==> config.mk <==
export PLATFORM = sky130hd
export DESIGN_NAME = memory_data_arbiter
export DESIGN_NICKNAME = d
export VERILOG_FILES = /design/src/rtl/memory_data_arbiter.sv
export SDC_FILE = /design/constraint.sdc
export NUM_CORES = 1
export LEC_CHECK = 0
export CORE_MARGIN = 2
export CORE_UTILIZATION = 40
export DETAILED_ROUTE_END_ITERATION = 10
export PLACE_DENSITY = 0.8
export REMOVE_ABC_BUFFERS = 1
export SYNTH_ARGS = -nofsm -noshare
export SYNTH_HDL_FRONTEND = slang
export SYNTH_SLANG_ARGS = --single-unit
==> constraint.sdc <==
create_clock -name clock -period 1.7 [get_ports clock]
set_input_delay 0.34 -clock clock [delete_from_list [all_inputs] [get_ports clock]]
set_output_delay 0.34 -clock clock [all_outputs]
set_load 0.01 [all_outputs]
==> src/rtl/memory_data_arbiter.sv <==
`default_nettype none
// ============================================================================
// Module      : memory_data_arbiter
// Description : Round-robin two-port arbiter for the unified memory data port,
//               sequencing each access through the memory's one-cycle read.
// Revision    : 1.0 - initial release
// ============================================================================
module memory_data_arbiter #(
    parameter int DW         = 32,
    parameter int ADDR_WIDTH = 14
) (
    input  logic                  clock,
    input  logic                  reset,
    input  logic                  p0_req,
    input  logic                  p0_write,
    input  logic [ADDR_WIDTH-1:0] p0_address,
    input  logic [DW-1:0]         p0_wdata,
    output logic                  p0_ack,
    output logic [DW-1:0]         p0_rdata,
    input  logic                  p1_req,
    input  logic                  p1_write,
    input  logic [ADDR_WIDTH-1:0] p1_address,
    input  logic [DW-1:0]         p1_wdata,
    output logic                  p1_ack,
    output logic [DW-1:0]         p1_rdata,
    output logic [ADDR_WIDTH-1:0] mem_data_address,
    output logic [DW-1:0]         mem_input_data,
    output logic                  mem_write_enable,
    input  logic [DW-1:0]         mem_output_data,
    output logic                  busy,
    output logic                  grant_id
);

    typedef enum logic [1:0] {
        IDLE      = 2'd0,
        ACCESS    = 2'd1,
        READ_WAIT = 2'd2,
        ACK       = 2'd3
    } state_t;

    state_t                  r_state;
    state_t                  w_next_state;
    logic                    r_last_served;
    logic                    r_grant_id;
    logic [ADDR_WIDTH-1:0]   r_addr;
    logic [DW-1:0]           r_wdata;
    logic                    r_we;
    logic [DW-1:0]           r_p0_rdata;
    logic [DW-1:0]           r_p1_rdata;
    logic                    w_grant_valid;
    logic                    w_grant_port;

    always_ff @(posedge clock or negedge reset) begin
        if (!reset) begin
            r_state <= IDLE;
        end else begin
            r_state <= w_next_state;
        end
    end

    // On a tie the port that was not served last wins.
    always_comb begin
        w_next_state  = r_state;
        w_grant_valid = 1'b0;
        w_grant_port  = 1'b0;
        p0_ack        = 1'b0;
        p1_ack        = 1'b0;
        busy          = (r_state != IDLE);
        case (r_state)
            IDLE: begin
                if (p0_req && p1_req) begin
                    w_grant_valid = 1'b1;
                    w_grant_port  = ~r_last_served;
                end else if (p0_req || p1_req) begin
                    w_grant_valid = 1'b1;
                    w_grant_port  = p1_req;
                end
                if (w_grant_valid) begin
                    w_next_state = ACCESS;
                end
            end
            ACCESS: begin
                w_next_state = r_we ? ACK : READ_WAIT;
            end
            READ_WAIT: begin
                w_next_state = ACK;
            end
            ACK: begin
                p0_ack       = ~r_grant_id;
                p1_ack       = r_grant_id;
                w_next_state = IDLE;
            end
            default: begin
                w_next_state = IDLE;
            end
        endcase
    end

    always_ff @(posedge clock or negedge reset) begin
        if (!reset) begin
            r_last_served <= 1'b1;
            r_grant_id    <= 1'b0;
            r_addr        <= '0;
            r_wdata       <= '0;
            r_we          <= 1'b0;
            r_p0_rdata    <= '0;
            r_p1_rdata    <= '0;
        end else begin
            case (r_state)
                IDLE: begin
                    if (w_grant_valid) begin
                        r_grant_id <= w_grant_port;
                        r_addr     <= w_grant_port ? p1_address : p0_address;
                        r_wdata    <= w_grant_port ? p1_wdata   : p0_wdata;
                        r_we       <= w_grant_port ? p1_write   : p0_write;
                    end
                end
                ACCESS: begin
                    r_we <= 1'b0;
                end
                READ_WAIT: begin
                    if (r_grant_id) begin
                        r_p1_rdata <= mem_output_data;
                    end else begin
                        r_p0_rdata <= mem_output_data;
                    end
                end
                ACK: begin
                    r_last_served <= r_grant_id;
                end
                default: begin
                    r_we <= 1'b0;
                end
            endcase
        end
    end

    assign mem_data_address = r_addr;
    assign mem_input_data   = r_wdata;
    assign mem_write_enable = r_we;
    assign grant_id         = r_grant_id;
    assign p0_rdata         = r_p0_rdata;
    assign p1_rdata         = r_p1_rdata;

endmodule
`default_nettype wire

==> results of run 1 <==
==> synthesized netlist by cell type (all sizes together) <==
cell type / number / area [um2]
buf: 18 / 150.1
o31ai: 1 / 7.510
inv: 3 / 11.26
or3: 1 / 6.260
o21ai: 49 / 249.0
mux2i: 47 / 470.5
nand2: 52 / 195.2
nand3: 2 / 15.01
a22oi: 1 / 7.510
and2: 1 / 6.260
a211oi: 1 / 7.510
dfrtp: 114 / 2853
clkbuf: 4 / 15.01
mux2: 65 / 732.0
ha: 5 / 62.56
dfstp: 1 / 26.28
nor2b: 2 / 12.51
==> final cells by class <==
type,instances,area share
Clock buffer,18,0.05130
Clock inverter,14,0.02408
Inverter,3,0.001645
Multi-Input combinational cell,227,0.2163
Sequential cell,115,0.3443
Tap cell,147,0.02199
Timing Repair Buffer,278,0.3404
==> layer usage <==
layer | GRT usage | wire length (um) | vias up
li1 | - | - | 1833
met1 | 0.2382 | 5442 | 1843
met2 | 0.3489 | 6524 | 193
met3 | 0.06589 | 1204 | 25
met4 | 0.08211 | 325 | 0
met5 | 0 | 0 | -
==> power breakdown <==
part | internal [mW] | leakage, nW | switching, mW
logic | 4.08 | 2.19 | 2.96
registers | 4.14 | 1.38 | 0.758
clock network | 2.47 | 0.301 | 1.29
total | 10.7 | 3.87 | 5.00
==> flip-flops by register name (all words and copies together) (netlist names) <==
register          flops
grant_id              1
r_state               2
p0_rdata             32
mem_data_address     14
p1_rdata             32
r_last_served         1
mem_input_data       32
mem_write_enable      1
==> metrics by stage <==
step                      hold slack, ns    util
after floorplan                  0.04441       -
after global placement            0.3264  0.6377
after detailed placement          0.3305  0.6377
after CTS                         0.4429  0.6951
after global routing              0.4575  0.7023
final                             0.4369  0.7023
==> cells by family after synthesis <==
group,after synthesis,synth area share
fa+ha+maj,5,0.01296
simple gates,58,0.04873
compound gates,52,0.05625
buf+inv,25,0.03655
mux,112,0.2491
flops,115,0.5964
==> path summary, 6_finish.rpt <==
path / slack (ns) / depth (start not counted) / start / to
worst min-delay path: 0.44 / 2 / reset / mem_input_data[2]$_DFFE_PN0P_
worst max register to register: 0.08 / 9 / r_state[1]$_DFFE_PN0P_ / mem_input_data[19]$_DFFE_PN0P_
worst min register to register: 0.48 / 2 / mem_input_data[18]$_DFFE_PN0P_ / mem_input_data[18]$_DFFE_PN0P_
max in group asynchronous: 0.70 / 3 / reset / r_last_served$_DFFE_PN1N_
min in group clock: 0.48 / 2 / mem_input_data[18]$_DFFE_PN0P_ / mem_input_data[18]$_DFFE_PN0P_
worst max-delay path: 0.04 / 1 / p1_rdata[1]$_DFFE_PN0P_ / p1_rdata[1]
==> repair_timing <==
| action | 4_1_cts | 5_1_grt |
|---|---|---|
| resized for setup | 19 | 12 |
| hold endpoints to repair | 25 | 0 |
| setup endpoints to repair | 6 | 57 |
| gates cloned | 0 | 2 |
| pin swaps | 1 | 3 |
| setup buffers | 4 | 3 |
| hold buffers | 1 | 0 |
==> run_results.csv, run 1 <==
group,metric,value,unit
layout,final_area,0.008366,mm2
critical_path,cp-end-kind,"output pin",
detailed_routing,drt_pass1_iterations,4,
critical_path,critPathKind,"register to output pin",
global_routing,grt_max_degree,68,
cts,cts_htree_levels,4,
status,status,"completed",
synthesis,ys_warn_count,0,
cts,cts_sinks,115,
detailed_routing,vias_per_cell,4.855,
power_and_ir_drop,peakVddDrop,0.9744,mV
global_routing,antenna_found_initial,0,
sta,max_slew_margin,0.6896,
placed_design,io_buffers,244,
power_and_ir_drop,power,15.69,mW
sta,finalHoldViolations,0,
placed_design,dp_hpwl,9896,um
floorplanning,core.rowCount,40,
cts,clock_path_buffers,2,
detailed_routing,drc,0,
synthesis,yosysSeqAreaShare,0.5964,
synthesis,synthesis.area,0.004827,mm2
layout,diodes,0,
layout,fill_cells,832,
sta,skew,0.009347,ns
placed_design,place_ws,-0.08904,ns
layout,final_cell_count_no_fill,802,
detailed_routing,route.vias.total,3894,
sta,post-route-period-util,0.9755,
synthesis,avgSynthCellArea,13.15,um2
placed_design,place_congestion,0.7553,
layout,multi_input_area,0.001809,mm2
cts,numCtsBuffers,17,
synthesis,syn_inst,367,
sta,setup_viol,0,
cts,root_buffer,"clkbuf_16",
placed_design,place_area,0.007596,mm2
sta,finalCriticalPeriod,1.658,ns
floorplanning,core-area,0.01191,mm2
global_routing,grt_overflow_total,0,
layout,drive_gt1_frac,0.1206,
global_routing,gr-usage-all-layers,0.2039,
cts,clkLatencyLatePin,0.40,ns
critical_path,worst_setup_path_start_kind,"register",
power_and_ir_drop,p_leak,3.875,nW
floorplanning,start_util,0.4053,
critical_path,crit_family,"buffers and inverters",
detailed_routing,wire_per_inst,16.83,um
critical_path,critical_path.max_stage_delay,0.55,ns
sta,setup_ws,0.04165,ns
hold_path,hp-class,"input port to async pin",
floorplanning,die_width,113.9,um
critical_path,worst_ep_arrival_time,1.32,ns
floorplanning,die_h,113.9,um
power_and_ir_drop,power_density,1875,mW/mm2
detailed_routing,drtAntennaViolNets,0,
floorplanning,io_pins,245,
synthesis,ys_types,24,
critical_path,critical_path.slowest_cell,"clkdlybuf4s50_1",
placed_design,dp_cells,761,
run,max-cap-violations,0,
critical_path,path_buf_inv,1,
layout,area_delta_synth_final,73.30,%
cts,cts.reportedPaths.clkPinSlew,0.06,ns
critical_path,path_cells,"clkdlybuf4s50_1",
synthesis,synth-seq-cells,115,
global_routing,grt_pass1_wl,20510,um
layout,regArea,0.002880,mm2
detailed_routing,first_iter_violations,240,
critical_path,required,1.36,ns
sta,setup_tns,0,ns
layout,final_cell_mix,"233 x clkdlybuf4s50_1, 113 x dfrtp_1, 64 x mux2_1, 52 x nand2_1, 48 x o21ai_1",
sta,slew_violations,0,
sta,tightest_slew,0.4655,ns
cts,cts_tree,"done",
layout,final_nets,777,
detailed_routing,routed_wl,13500,um
floorplanning,die_area,0.01296,mm2
layout,final_common_cell,"clkdlybuf4s50_1",
sta,fmax,0.6030,GHz
global_routing,grt_pass1_vias,4076,
critical_path,path_max_fanout,2,
No activity file was read; power rests on OpenSTA's default activity.
==> inputs of run 2 (changes only) <==
--- a/config.mk
+++ b/config.mk
@@ -8,7 +8,8 @@
 export CORE_MARGIN = 2
 export CORE_UTILIZATION = 40
 export DETAILED_ROUTE_END_ITERATION = 10
-export PLACE_DENSITY = 0.8
+export GPL_TIMING_DRIVEN = 0
+export PLACE_DENSITY_LB_ADDON = 0.3
 export REMOVE_ABC_BUFFERS = 1
 export SYNTH_ARGS = -nofsm -noshare
 export SYNTH_HDL_FRONTEND = slang
==> run 2 against run 1 <==
Effect of this change: maximum frequency shrank 0.43%; count of clock-buffer cells in the layout grew 4; combinational power grew 2%; first-iteration DRC count shrank 45%.
==> run_results.csv, run 2 (synthesis results as in run 1) <==
group,metric,value,unit
detailed_routing,drtAntennaViolNets,0,
detailed_routing,wire_per_inst,17.36,um
sta,slew_violations,0,
critical_path,worst_ep_arrival_time,1.96,ns
floorplanning,io_pins,245,
critical_path,critPathKind,"register to register",
critical_path,cp-end-kind,"register",
layout,final_cell_count_no_fill,795,
placed_design,io_buffers,244,
critical_path,path_max_fanout,11,
floorplanning,start_util,0.4053,
sta,setup_viol,0,
critical_path,worst_setup_path_start_kind,"register",
sta,tightest_slew,0.5658,ns
critical_path,critical_path.slowest_cell,"dfrtp_1",
global_routing,grt_pass1_vias,4072,
layout,final_common_cell,"clkdlybuf4s50_1",
power_and_ir_drop,power,15.71,mW
global_routing,grt_pass1_wl,20800,um
placed_design,dp_hpwl,9306,um
sta,setup_tns,0,ns
sta,finalHoldViolations,0,
hold_path,hp-class,"input port to async pin",
cts,clkLatencyLatePin,0.41,ns
placed_design,place_congestion,0.7015,
critical_path,critical_path.max_stage_delay,0.39,ns
layout,fin_util,0.7058,
floorplanning,die_width,113.9,um
sta,setup_ws,0.03457,ns
critical_path,critPathMostFrequentCell,"buf_4",
cts,clock_path_buffers,2,
placed_design,place_area,0.007410,mm2
cts,root_buffer,"clkbuf_16",
global_routing,grt_max_degree,61,
layout,diodes,0,
critical_path,path_buf_inv,4,
power_and_ir_drop,power_density,1869,mW/mm2
global_routing,antenna_found_initial,0,
power_and_ir_drop,p_leak,4.048,nW
sta,skew,0.005677,ns
layout,drive_gt1_frac,0.1127,
sta,finalCriticalPeriod,1.665,ns
critical_path,path_cells,"inv_2, buf_4, ha_4, buf_4, nand3_4, buf_12, mux2i_1, o21ai_1",
floorplanning,core-area,0.01191,mm2
layout,final_area,0.008407,mm2
detailed_routing,drt_pass1_iterations,4,
critical_path,ff2ff_setup_slack,0.03,ns
placed_design,dp_cells,740,
detailed_routing,route.vias.total,3890,
floorplanning,core.rowCount,40,
run,max-cap-violations,0,
floorplanning,die_area,0.01296,mm2
placed_design,place_ws,-0.6821,ns
sta,post-route-period-util,0.9797,
layout,area_delta_synth_final,74.16,%
layout,fill_cells,850,
layout,final_cell_mix,"215 x clkdlybuf4s50_1, 113 x dfrtp_1, 64 x mux2_1, 51 x nand2_1, 48 x o21ai_1",
layout,regArea,0.002880,mm2
cts,cts.reportedPaths.clkPinSlew,0.05,ns
sta,hold_slack,0.4639,ns
floorplanning,die_h,113.9,um
detailed_routing,vias_per_cell,4.893,
sta,max_slew_margin,0.6228,
critical_path,crit_family,"buffers and inverters",
detailed_routing,routed_wl,13800,um
power_and_ir_drop,peakVddDrop,0.9009,mV
layout,multi_input_area,0.001881,mm2
global_routing,gr-usage-all-layers,0.2119,
cts,cts_sinks,115,
cts,cts_tree,"done",
critical_path,required,1.99,ns
cts,numCtsBuffers,17,
detailed_routing,drc,0,
layout,final_nets,770,
cts,cts_htree_levels,4,
sta,fmax,0.6004,GHz
global_routing,grt_overflow_total,0,
detailed_routing,first_iter_violations,131,
status,status,"completed",
[run 2: where the power goes]
group          switching, mW  internal (mW)
Sequential             0.716           4.14
Combinational           3.07           4.14
Clock                   1.17           2.48
Total                   4.95           10.8
[run 2: metal layers]
metal | up-vias | part of all wire | global-route usage
li1 | 1818 | - | -
met2 | 179 | 0.50 | 0.3569
met5 | - | 0 | 0
met3 | 18 | 0.11 | 0.1015
met1 | 1875 | 0.38 | 0.2332
met4 | 0 | 0.013 | 0.07967
[run 2: path summary, 6_finish.rpt]
| path | depth (start not counted) | startpoint | endpoint |
|---|---|---|---|
| worst max-delay path | 8 | r_state[0]$_DFFE_PN0P_ | mem_input_data[15]$_DFFE_PN0P_ |
| worst min-delay path | 2 | reset | p1_rdata[7]$_DFFE_PN0P_ |
| worst max register to register | 8 | r_state[0]$_DFFE_PN0P_ | mem_input_data[15]$_DFFE_PN0P_ |
| worst min register to register | 2 | mem_input_data[25]$_DFFE_PN0P_ | mem_input_data[25]$_DFFE_PN0P_ |
| max in group asynchronous | 3 | reset | mem_input_data[28]$_DFFE_PN0P_ |
| min in group clock | 2 | mem_input_data[25]$_DFFE_PN0P_ | mem_input_data[25]$_DFFE_PN0P_ |
[run 2: cell type report]
| class | instances | area share |
|---|---|---|
| tap | 147 | 0.02188 |
| clock buffer | 22 | 0.05403 |
| multi-input combinational | 230 | 0.2237 |
| clock inverter | 10 | 0.01860 |
| timing repair buffer | 268 | 0.3373 |
| inverter | 3 | 0.001935 |
| sequential | 115 | 0.3426 |
[run 2: timing repair]
| action | in CTS | in global routing |
|---|---|---|
| pin swaps | 4 | 1 |
| resized for setup | 25 | 30 |
| cloned | 3 | 3 |
| setup endpoints to repair | 119 | 63 |
| buffers inserted | 12 | 4 |
| hold buffers | 1 | 0 |
| hold endpoints to repair | 58 | 0 |
==> inputs of run 3 (changes only) <==
--- a/config.mk
+++ b/config.mk
@@ -5,6 +5,7 @@
 export SDC_FILE = /design/constraint.sdc
 export NUM_CORES = 1
 export LEC_CHECK = 0
+export CAP_MARGIN = 0
 export CORE_MARGIN = 2
 export CORE_UTILIZATION = 40
 export DETAILED_ROUTE_END_ITERATION = 10
==> results of run 3 <==
Final layout, timing and power as in run 2 (identical DEF).
